**src/rtl/btn_debounce.sv**
```systemverilog
// Push-button conditioner: polarity fix, 2-flop synchroniser, per-channel debounce, press/release
// strobes. Define BTN_DEBOUNCE_REPEAT_EN to add hold-to-repeat press strobes.
module btn_debounce #(
    parameter int unsigned      N_BTN           = 7,
    parameter int unsigned      DEBOUNCE_CYCLES = 250000,
    parameter int unsigned      CTR_WIDTH       = 18,
    parameter logic [N_BTN-1:0] INVERT_MASK     = 7'b0000001,
    parameter int unsigned      REPEAT_DELAY    = 12500000,
    parameter int unsigned      REPEAT_PERIOD   = 2500000,
    parameter int unsigned      RPT_WIDTH       = 24
) (
    input  logic             i_clk,
    input  logic             i_reset,
    input  logic [N_BTN-1:0] btn,
    output logic [N_BTN-1:0] o_level,
    output logic [N_BTN-1:0] o_press,
    output logic [N_BTN-1:0] o_release
);

    localparam logic [CTR_WIDTH-1:0] CntLast = CTR_WIDTH'(DEBOUNCE_CYCLES - 1);

    if (DEBOUNCE_CYCLES < 2 || REPEAT_PERIOD == 0 || REPEAT_PERIOD > REPEAT_DELAY ||
        (RPT_WIDTH < 32 && REPEAT_DELAY >= (32'd1 << RPT_WIDTH))) begin : g_bad_cfg
        $error("btn_debounce: invalid parameter set");
    end

    logic [N_BTN-1:0]     sync1_q, sync2_q;
    logic [N_BTN-1:0]     level_q, level_d;
    logic [N_BTN-1:0]     press_q, press_d;
    logic [N_BTN-1:0]     release_q, release_d;
    logic [CTR_WIDTH-1:0] cnt_q [N_BTN];
    logic [CTR_WIDTH-1:0] cnt_d [N_BTN];

`ifdef BTN_DEBOUNCE_REPEAT_EN
    localparam logic [RPT_WIDTH-1:0] RptHit    = RPT_WIDTH'(REPEAT_DELAY);
    // After a repeat, rewinding here makes the counter hit RptHit again REPEAT_PERIOD cycles later.
    localparam logic [RPT_WIDTH-1:0] RptRewind = RPT_WIDTH'(REPEAT_DELAY - REPEAT_PERIOD + 1);

    logic [RPT_WIDTH-1:0] rc_q [N_BTN];
    logic [RPT_WIDTH-1:0] rc_d [N_BTN];

    always_ff @(posedge i_clk) begin
        if (i_reset) begin
            for (int i = 0; i < int'(N_BTN); i++) begin
                rc_q[i] <= '0;
            end
        end else begin
            for (int i = 0; i < int'(N_BTN); i++) begin
                rc_q[i] <= rc_d[i];
            end
        end
    end
`endif

    always_ff @(posedge i_clk) begin
        if (i_reset) begin
            sync1_q   <= '0;
            sync2_q   <= '0;
            level_q   <= '0;
            press_q   <= '0;
            release_q <= '0;
            for (int i = 0; i < int'(N_BTN); i++) begin
                cnt_q[i] <= '0;
            end
        end else begin
            sync1_q   <= btn ^ INVERT_MASK;
            sync2_q   <= sync1_q;
            level_q   <= level_d;
            press_q   <= press_d;
            release_q <= release_d;
            for (int i = 0; i < int'(N_BTN); i++) begin
                cnt_q[i] <= cnt_d[i];
            end
        end
    end

    always_comb begin
        level_d   = level_q;
        press_d   = '0;
        release_d = '0;
        for (int i = 0; i < int'(N_BTN); i++) begin
            cnt_d[i] = '0;
            if (sync2_q[i] != level_q[i]) begin
                if (cnt_q[i] == CntLast) begin
                    level_d[i]   = sync2_q[i];
                    press_d[i]   = sync2_q[i];
                    release_d[i] = ~sync2_q[i];
                end else begin
                    cnt_d[i] = cnt_q[i] + 1'b1;
                end
            end
`ifdef BTN_DEBOUNCE_REPEAT_EN
            // Only a steadily held level counts, so a repeat can never share a cycle with release.
            rc_d[i] = '0;
            if (level_d[i] && !press_d[i]) begin
                rc_d[i] = (rc_q[i] == RptHit) ? RptRewind : rc_q[i] + 1'b1;
                if (rc_d[i] == RptHit) begin
                    press_d[i] = 1'b1;
                end
            end
`endif
        end
    end

    assign o_level   = level_q;
    assign o_press   = press_q;
    assign o_release = release_q;

endmodule

```
**config.mk**
```make
export PLATFORM = sky130hd
export DESIGN_NAME = btn_debounce
export DESIGN_NICKNAME = d
export VERILOG_FILES = /design/src/rtl/btn_debounce.sv
export SDC_FILE = /design/constraint.sdc
export NUM_CORES = 1
export LEC_CHECK = 0
export BUFFER_PORTS_ARGS = -buffer_cell sky130_fd_sc_hd__buf_2
export CAP_MARGIN = 10
export CORE_MARGIN = 10
export CORE_UTILIZATION = 35
export CTS_CLUSTER_DIAMETER = 30
export CTS_CLUSTER_SIZE = 28
export DETAILED_ROUTE_END_ITERATION = 12
export SYNTH_ARGS = -nofsm -noshare
export SYNTH_HDL_FRONTEND = slang
export SYNTH_SLANG_ARGS = --single-unit
```
**constraint.sdc**
```tcl
create_clock -name i_clk -period 2.2 [get_ports i_clk]
set_input_delay 0.44 -clock i_clk [delete_from_list [all_inputs] [get_ports i_clk]]
set_output_delay 0.44 -clock i_clk [all_outputs]
set_load 0.1 [all_outputs]
```
Word level (Yosys, flattened, before mapping) --
Memories as Yosys holds them, arrays and structs flattened. Cells that the tools add are included. W data, S select, Z words.
Word-level totals: register bits 35, logic and storage cells 112, bits in writable memories 126, memories kept 1
Memory list:
- cnt_q | words 7, width 18, rd ports 7, clocked after Yosys merged registers in 0, write ports 7, line 31 | logic [CTR_WIDTH-1:0] cnt_q [N_BTN];
Cells by class: bitwise operators 29, equality and inequality tests 14, mux-type cells 24, reduce and logical (&&, ||, !) cells 14, $add $sub $neg 7
Operator list (number):
- $mux W18 | 21
- $add A18 B1 Y18 const B | 7
- $eq A18 B18 Y1 const B | 7
- $not A1 Y1 | 22
- $reduce_or A3 Y1 | 7
- $reduce_and A2 Y1 | 7
- $ne A1 B1 Y1 | 7
- $or A1 B1 Y1 | 7
- $mux W1 | 3

Logic depth before layout (Yosys ltp) --
Gate-level depths: netlist of the first run.
depth after elaboration 4, depth in mapped cells 6, mapped depth without buffers 5

Least setup slack after synthesis of the first run --
OpenSTA, ideal clock, no wires.
path type reg-to-reg, start register level_q[5], in the netlist o_level[5], end memory cnt_q[5][10], stages on the path, launching flop included 6, data required time 2.072 ns, arrival time 1.852 ns, buffers on the path 1, library setup time 0.128 ns, period minus slack after synthesis 1.980 ns, path slack 0.220 ns, path through dfxtp_1 -> xnor2_1 -> nor2_1 -> o21ai_1 -> clkbuf_1 -> nor2_1
RTL lines:
- start, declared | line 28 | logic [N_BTN-1:0] level_q, level_d;
- start signal, assigned | line 68 | level_q <= level_d;
- end, declared | line 31

==> flow_summary_export.csv, run 1 <==
group,metric,value,unit
outcome,status,"finished, final reports clean",
setup_path,worst_setup_path_end_kind,"flop",
power,ir_worst_vdd,0.6258,mV
global_routing,grt_pass1_wl,22890,um
placed_design,gp_congestion,0.7648,
floorplanning,fp.dieW,159.3,um
clock_tree,worst_skew_pair.late_latency,420,ps
drt,ant_nets,0,
power,clkPwrFrac,50.6,%
synthesis,synth-simple-area-share,30.49,%
final_layout,final_util,41.88,%
setup_path,start_kind,"flop",
placed_design,dp.cells,1048,
sta,fmax,521.1,MHz
placed_design,io_buffers,29,
final_layout,seq_area,3223,um2
power,power.density,770.3,nW/um2
synthesis,synth_fa_ha_area_share,1.290,%
floorplanning,core_area,18890,um2
synthesis,yosysSeqAreaShare,47.48,%
setup_path,crit_required,2510,ps
power,p_comb_share,1.1,%
clock_tree,htree_levels,4,
setup_path,ff2ff_path_depth,5,
floorplanning,core.rowCount,50,
sta,timing.final.crit_share,87.22,%
synthesis,synth_area,6788,um2
synthesis,synth_compound_area_share,6.691,%
sta,setup_viol_count_final,0,
synthesis,yosys-top-cells-count,"161 x dfxtp_1, 113 x nor2_1, 63 x xnor2_1",
sta,period_minus_slack,1919,ps
clock_tree,cts_tree,"yes",
power,intPower,4.912,mW
min_path,holdPathStages,2,
floorplanning,initial_utilization,35.93,%
final_layout,layout-drive-gt1-share,10.38,%
sta,timing_hold_violations_final,0,
synthesis,yosys-top-cells-area,"dfxtp_1 47%, xnor2_1 8.1%, nor2_1 6.2%",
synthesis,muxShareOfSynthArea,0,%
synthesis,synth_edf_count,0,
global_routing,gr-total-overflow,0,
power,seq_power_share,48.3,%
clock_tree,ctsHoldBuffers,0,
clock_tree,cts.sinks,161,
final_layout,nets,823,
setup_path,critPathArrivalTime,2230,ps
setup_path,r2r_start,"cnt_q[6][9]",
drt,routed_via_density,4.897,
floorplanning,pin_count,30,
synthesis,netlist_instances,762,
power,p_leak,2.412,nW
drt,firstDrtPassIters,4,
clock_tree,clk_pin_slew_worst_paths,60,ps
final_layout,fin_cells,1079,
drt,drt_wl_total,13130,um
floorplanning,die-area,25360,um2
global_routing,grt_pass1_vias,4857,
setup_path,crit_fanout,10,
synthesis,synth_top_area_cell,"dfxtp_1",
flow_run,cap_violations,0,
min_path,min_from,"btn[0]",
synthesis,ys_types,38,
final_layout,fillers,1936,
power,power.share.switching,19.41,%
drt,avgRoutedWirePerCell,12.17,um
final_layout,num_antenna_cells,0,
synthesis,synth_xor_area_share,11.61,%
clock_tree,root_buffer,"clkbuf_16",
global_routing,grt_max_degree,24,
clock_tree,cts_buffer_depth,2,
sta,drv_slew,0,
drt,drc,0,
setup_path,regToRegSetupSlack,280,ps
setup_path,r2r-end,"cnt_q[6][0]",
synthesis,synth.yosys.warnings,0,
drt,via_count,5284,
min_path,min_path_type,"input port to flop",
floorplanning,die_h,159.3,um
setup_path,criticalPathCategory,"flop to flop",
sta,fin_setup_tns,0,ps
power,switchingPower,1.183,mW
synthesis,ys_async_sr_fraction,0,%
final_layout,area_growth,16.57,%
clock_tree,cts_setup_buffers,0,
placed_design,dp_hpwl,9326,um
drt,drt_iter0_drc,282,
synthesis,syn-num-nets,778,
synthesis,synth.most_common_cell,"dfxtp_1",
sta,tightest_slew,607.9,ps
global_routing,grt_use_total,10.50,%
final_layout,multiInputGateArea,3400,um2
clock_tree,ctsResizeCount,0,
sta,clock-skew-final,6.326,ps
synthesis,synth_top_family_by_area,"simple AND/OR/NAND/NOR gates",
synthesis,synth_ff_type,"dfxtp_1",
clock_tree,cts_buffers,17,
sta,rsz0062_at_grt,"no",
synthesis,synth_top_area_share,47.48,%
sta,maxSlewHeadroom,59.10,%
synthesis,synth.avg_cell_area,8.908,um2
synthesis,ys_ff_latch,161,
min_path,hold_end,"sync1_q[0]",
global_routing,antenna_found_initial,0,
## power groups by stage
stage / Clock (mW) / Combinational, mW / Sequential [mW]
3_3_place_gp: 0 / 0.0713 / 3.01
4_1_cts: 3.19 / 0.0718 / 2.94
5_1_grt: 3.30 / 0.0793 / 2.94
2_1_floorplan: 0 / 0.0435 / 3.00
6_report: 3.08 / 0.0695 / 2.94
3_5_place_dp: 0 / 0.0713 / 3.01
## placed cells by master, fill, tap and decap left out, types with 17 or more instances in the layout
| master | n |
|---|---|
| or3_1 | 25 |
| clkbuf_16 | 17 |
| inv_1 | 21 |
| a21oi_1 | 35 |
| nand2_1 | 38 |
| xor2_1 | 27 |
| dfxtp_1 | 161 |
| or4_1 | 20 |
| nor2_1 | 113 |
| o21ai_0 | 24 |
| nand3_1 | 45 |
| nand4_1 | 33 |
| xnor2_1 | 63 |
| buf_2 | 29 |
| nor4_1 | 28 |
## worst max path at each step
stage / depth (start not counted) / startpoint / slack [ps] / to
2_1_floorplan: 5 / o_level[5] / 220 / cnt_q[5][10]
3_3_place_gp: 5 / cnt_q[6][9] / 300 / cnt_q[6][5]
3_5_place_dp: 5 / cnt_q[3][0] / 290 / cnt_q[3][16]
4_1_cts: 4 / cnt_q[6][9] / 270 / o_release[6]
5_1_grt: 4 / cnt_q[6][9] / 40 / o_release[6]
6_report: 5 / cnt_q[6][9] / 280 / cnt_q[6][0]
## layout make-up
class                      instances  share of cell area, %
sequential                       161                  40.73
timing repair buffer              45                  3.352
multi-input combinational        561                  42.96
inverter                          21                 0.9962
clock inverter                     9                  1.977
tap                              260                  4.111
clock buffer                      22                  5.867
## routing by layer
metal | part of all wire [%] | track usage [%] | routed length, um
met5 | 0 | 0 | 0
met4 | 1.1 | 4.044 | 147
met3 | 3.0 | 3.305 | 392
met2 | 44 | 15.86 | 5777
met1 | 52 | 13.67 | 6814
## through the flow
| stage | hold slack, ps | cell area (um2) | worst slack (ps) | total power, mW |
|---|---|---|---|---|
| 6_report | 207.2 | 7913 | 281.1 | 6.095 |
| 3_5_place_dp | 423.1 | 7292 | 288.6 | 3.078 |
| 5_1_grt | 212.0 | 7913 | 37.27 | 6.320 |
| 2_1_floorplan | 413.8 | 6788 | 220.1 | 3.047 |
| 3_3_place_gp | 416.4 | 7292 | 303.0 | 3.078 |
| 4_1_cts | 208.5 | 7913 | 265.4 | 6.202 |
## kinds of logic (layout without fill, tap and decap cells)
logic type	count (synthesis)	in the layout
AND/OR/NAND/NOR	385	385
XOR/XNOR	90	90
buffers and inverters	40	97
AO/OA/AOI/OAI	79	79
flip-flops	161	161
adder cells (fa/ha/maj)	7	7
## worst max-delay path, stage by stage, from the launching register on
cell	delay, ps
dfxtp_1	340
or4b_1	550
or4_4	550
o21ai_4	140
buf_4	180
nor2_1	50
## sequential cells by signal, indices dropped and copies added, names as in the netlist
name and flops:
o_release 7, cnt_q 126, o_level 7, o_press 7, sync2_q 7, sync1_q 7
No activity file was read; power rests on OpenSTA's default activity.
==> run 2: changes to the inputs <==
--- a/config.mk
+++ b/config.mk
@@ -5,13 +5,13 @@
 export SDC_FILE = /design/constraint.sdc
 export NUM_CORES = 1
 export LEC_CHECK = 0
-export BUFFER_PORTS_ARGS = -buffer_cell sky130_fd_sc_hd__buf_2
 export CAP_MARGIN = 10
 export CORE_MARGIN = 10
 export CORE_UTILIZATION = 35
 export CTS_CLUSTER_DIAMETER = 30
 export CTS_CLUSTER_SIZE = 28
 export DETAILED_ROUTE_END_ITERATION = 12
+export DONT_BUFFER_PORTS = 1
 export SYNTH_ARGS = -nofsm -noshare
 export SYNTH_HDL_FRONTEND = slang
 export SYNTH_SLANG_ARGS = --single-unit
==> flow_summary_export.csv, run 2 (same netlist as run 1, synthesis figures left out) <==
group,metric,value,unit
global_routing,grt_use_total,10.51,%
drt,ant_nets,0,
power,clkPwrFrac,49.0,%
global_routing,grt_pass1_vias,4837,
floorplanning,die_h,159.3,um
flow_run,cap_violations,0,
final_layout,nets,812,
setup_path,path_cells,"or4b_1 > or4_4 > o21ai_4 > buf_4 > a21oi_1",
setup_path,ff2ff_path_depth,5,
floorplanning,initial_utilization,35.93,%
sta,maxSlewHeadroom,60.86,%
power,power.share.switching,20.10,%
clock_tree,clk_pin_slew_worst_paths,60,ps
final_layout,fillers,1937,
power,power.density,746.1,nW/um2
clock_tree,ctsResizeCount,0,
sta,period_minus_slack,1947,ps
final_layout,layout_common_cells,"161 x dfxtp_1, 113 x nor2_1, 63 x xnor2_1",
sta,drv_slew,0,
floorplanning,core_area,18890,um2
power,seq_power_share,50.2,%
setup_path,crit_required,2500,ps
min_path,holdPathStages,1,
placed_design,gp_congestion,0.7803,
clock_tree,root_buffer,"clkbuf_16",
final_layout,top_register,"cnt_q",
min_path,min_path_type,"input port to flop",
setup_path,criticalPathCategory,"flop to flop",
clock_tree,worst_skew_pair.late_latency,420,ps
floorplanning,fp.dieW,159.3,um
floorplanning,core.rowCount,50,
final_layout,num_antenna_cells,0,
clock_tree,cts_buffers,17,
setup_path,worst_setup_path_end_kind,"flop",
power,p_leak,2.344,nW
clock_tree,ctsHoldBuffers,0,
clock_tree,htree_levels,4,
outcome,status,"finished, final reports clean",
floorplanning,pin_count,30,
setup_path,slowest_delay,560,ps
global_routing,antenna_found_initial,0,
power,fin_total_pwr,5.862,mW
drt,routed_via_density,4.965,
clock_tree,cts_buffer_depth,2,
sta,fin_setup_tns,0,ps
final_layout,multiInputGateArea,3400,um2
clock_tree,cts_tree,"yes",
global_routing,grt_max_degree,39,
drt,firstDrtPassIters,5,
drt,avgRoutedWirePerCell,12.33,um
global_routing,grt_pass1_wl,22880,um
clock_tree,cts_setup_buffers,0,
placed_design,dp.cells,1037,
clock_tree,cts.sinks,161,
final_layout,mostFrequentLayoutCell,"dfxtp_1",
final_layout,largest_register_ffs,126,
sta,timing.final.crit_share,88.50,%
final_layout,seq_area,3223,um2
sta,whs,77.68,ps
sta,timing_hold_violations_final,0,
power,ir_worst_vdd,0.5533,mV
power,p_comb_share,0.8,%
setup_path,crit_fanout,10,
power,intPower,4.684,mW
power,switchingPower,1.178,mW
global_routing,gr-total-overflow,0,
setup_path,critPathArrivalTime,2250,ps
floorplanning,die-area,25360,um2
sta,fmax,513.6,MHz
drt,drt_wl_total,13180,um
final_layout,layout-drive-gt1-share,9.023,%
placed_design,dp_hpwl,9054,um
sta,tightest_slew,581.7,ps
drt,via_count,5308,
sta,setup_viol_count_final,0,
sta,clock-skew-final,7.210,ps
setup_path,critPathSlowestCell,"or4b_1",
final_layout,fin_cells,1069,
final_layout,area_growth,15.74,%
setup_path,regToRegSetupSlack,250,ps
drt,drt_iter0_drc,259,
sta,rsz0062_at_grt,"no",
placed_design,io_buffers,0,
setup_path,start_kind,"flop",
drt,drc,0,
==> run 2: through the flow <==
step,util (%),setup WS [ps],instance area [um2]
after CTS,41.58,256.8,7856
after global placement,38.54,282.5,7282
after detailed placement,38.54,270.3,7282
after floorplan,-,220.1,6788
after global routing,41.58,155.6,7856
final,41.58,253.0,7856
==> run 2: metal layers <==
layer	up-vias	global-route usage (%)	part of all wire, %
li1	2804	-	-
met1	2435	13.66	51
met2	55	15.80	44
met3	14	3.253	3.7
met4	0	4.339	1.3
met5	-	0	0
==> run 2: power groups by stage <==
stage	Clock [mW]	Combinational, mW	Sequential (mW)
3_3_place_gp	0	0.0477	3.01
5_1_grt	3.10	0.0537	2.94
6_report	2.87	0.0473	2.94
3_5_place_dp	0	0.0475	3.01
4_1_cts	2.97	0.0480	2.94
2_1_floorplan	0	0.0435	3.00
==> run 2: final cells by class <==
| cell class | instances | share of cell area [%] |
|---|---|---|
| Tap cell | 260 | 4.141 |
| Timing Repair Buffer | 34 | 3.249 |
| Clock buffer | 24 | 6.004 |
| Inverter | 21 | 1.003 |
| Clock inverter | 8 | 1.306 |
| Sequential cell | 161 | 41.03 |
| Multi-Input combinational cell | 561 | 43.27 |
==> run 2: final timing paths <==
path | start | to
max | cnt_q[6][9] | cnt_q[6][16]
min | btn[0] | sync1_q[0]
max reg2reg | cnt_q[6][9] | cnt_q[6][16]
min reg2reg | sync1_q[6] | sync2_q[6]
==> run 2: critical path, delay by kind of cell (launching register included) <==
kind | cells | cell delay, ps
AND/OR/NAND/NOR | 2 | 1120
AO/OA/AOI/OAI | 2 | 190
flip-flops | 1 | 340
buffers and inverters | 1 | 190
==> run 3: changes to the inputs <==
--- a/config.mk
+++ b/config.mk
@@ -12,6 +12,7 @@
 export CTS_CLUSTER_SIZE = 28
 export DETAILED_ROUTE_END_ITERATION = 12
 export DONT_BUFFER_PORTS = 1
+export GPL_TIMING_DRIVEN = 0
 export SYNTH_ARGS = -nofsm -noshare
 export SYNTH_HDL_FRONTEND = slang
 export SYNTH_SLANG_ARGS = --single-unit
==> flow_summary_export.csv, run 3 (same netlist as run 1, synthesis figures left out) <==
group,metric,value,unit
global_routing,grt_pass1_wl,23230,um
placed_design,dp_hpwl,9588,um
drt,firstDrtPassIters,4,
sta,fin_ws,85.53,ps
sta,maxSlewHeadroom,28.47,%
drt,via_count,5232,
min_path,min_path_type,"input port to flop",
global_routing,grt_pass1_vias,4711,
drt,routed_via_density,4.964,
sta,fmax,472.9,MHz
floorplanning,pin_count,30,
placed_design,io_buffers,0,
floorplanning,die_h,159.3,um
setup_path,worst_setup_path_end_kind,"flop",
drt,avgRoutedWirePerCell,13.14,um
flow_run,cap_violations,0,
setup_path,critPathArrivalTime,2430,ps
clock_tree,cts_tree,"yes",
drt,drc,0,
floorplanning,fp.dieW,159.3,um
power,ir_worst_vdd,0.4838,mV
final_layout,nets,797,
setup_path,regToRegSetupSlack,90,ps
clock_tree,clk_pin_slew_worst_paths,60,ps
sta,drv_slew,0,
power,p_leak,2.269,nW
setup_path,ff2ff_path_depth,5,
placed_design,gp_congestion,0.7999,
drt,ant_nets,0,
final_layout,layout-drive-gt1-share,7.557,%
setup_path,crit_fanout,10,
clock_tree,cts_buffers,17,
floorplanning,die-area,25360,um2
final_layout,largest_register_ffs,126,
clock_tree,cts_buffer_depth,2,
sta,timing_hold_violations_final,0,
clock_tree,cts_setup_buffers,0,
final_layout,fillers,1891,
power,power.density,804.0,nW/um2
final_layout,num_antenna_cells,0,
drt,drt-met1-wl,7020,um
global_routing,grt_use_total,11.02,%
global_routing,gr-total-overflow,0,
drt,drt_wl_total,13850,um
min_path,hold_end,"sync1_q[0]",
clock_tree,ctsHoldBuffers,0,
clock_tree,cts.sinks,161,
sta,setup_viol_count_final,0,
floorplanning,core_area,18890,um2
setup_path,crit_required,2520,ps
setup_path,start_kind,"flop",
global_routing,grt_max_degree,17,
sta,timing.final.crit_share,96.11,%
drt,dr_wl_met2,6037,um
setup_path,criticalPathCategory,"flop to flop",
placed_design,dpl_cell_area,7113,um2
final_layout,area_growth,15.26,%
drt,top_layer_used,"met4",
setup_path,r2r_start,"cnt_q[6][9]",
global_routing,antenna_found_initial,1,
sta,tightest_slew,1072,ps
floorplanning,initial_utilization,35.93,%
final_layout,final_design_area_no_fill,7824,um2
final_layout,top_register,"cnt_q",
floorplanning,core.rowCount,50,
clock_tree,worst_skew_pair.late_latency,430,ps
clock_tree,root_buffer,"clkbuf_16",
placed_design,pre_cts_ws,-165.8,ps
sta,period_minus_slack,2114,ps
sta,clock-skew-final,9.484,ps
min_path,holdPathStages,1,
drt,dr_wl_met3,631,um
drt,drt_iter0_drc,212,
outcome,status,"finished, final reports clean",
clock_tree,htree_levels,4,
final_layout,layout_common_cells,"158 x dfxtp_1, 113 x nor2_1, 63 x xnor2_1",
min_path,min_from,"btn[0]",
final_layout,mostFrequentLayoutCell,"dfxtp_1",
setup_path,r2r-end,"cnt_q[6][13]",
## run 3: report_power, final
| group | internal, mW | total (mW) | switching, mW |
|---|---|---|---|
| logic | 0.0192 | 0.0667 | 0.0475 |
| clock network | 2.08 | 3.28 | 1.20 |
| registers | 2.93 | 2.94 | 0.0119 |
## run 3: how the worst max path moves through the flow
stage | from | end | slack, ps | cells after the start
after floorplan | o_level[5] | cnt_q[5][10] | 220 | 5
after global placement | o_level[2] | cnt_q[2][9] | -170 | 5
after detailed placement | o_level[2] | cnt_q[2][9] | -170 | 5
after CTS | cnt_q[1][5] | o_release[1] | 40 | 5
after global routing | o_level[0] | cnt_q[0][10] | -8 | 5
final | cnt_q[6][9] | cnt_q[6][13] | 90 | 5
## run 3: repair_timing
action | in CTS | in global routing
endpoints found under the setup margin | 30 | 44
pin swaps | 0 | 1
cloned | 0 | 0
hold endpoints to repair | 0 | 0
resized for setup | 4 | 11
## run 3: final cells by class
type / count / area, um2 / share of cell area [%]
multi-input combinational: 561 / 3440 / 43.96
sequential: 161 / 3227 / 41.24
clock buffer: 20 / 456.7 / 5.837
tap: 260 / 325.3 / 4.158
clock inverter: 12 / 205.2 / 2.623
buffer: 19 / 91.34 / 1.167
inverter: 21 / 78.83 / 1.008
## run 3: routing by layer
metal / global-route usage (%) / vias up
met2: 16.47 / 60
met1: 14.30 / 2400
li1: - / 2760
met4: 3.538 / 0
met5: 0 / -
met3: 4.209 / 12
## run 3: worst max-delay path: stages (launching register included)
cell	delay, ps
dfxtp_1	340
or4b_1	570
or4_4	570
o21ai_4	280
buf_6	190
nor2_1	50
## run 3: through the flow
step / utilization (%) / hold slack, ps / total power, mW / TNS [ps] / cells
after CTS: 41.21 / 53.22 / 6.381 / 0 / 1054
after global routing: 41.41 / 53.86 / 6.507 / -9.121 / 1054
final: 41.41 / 77.03 / 6.290 / 0 / 1054
after floorplan: - / 413.8 / 3.047 / 0 / 762
after global placement: 37.65 / 418.3 / 3.076 / -3317 / 1022
after detailed placement: 37.65 / 420.4 / 3.075 / -3146 / 1022
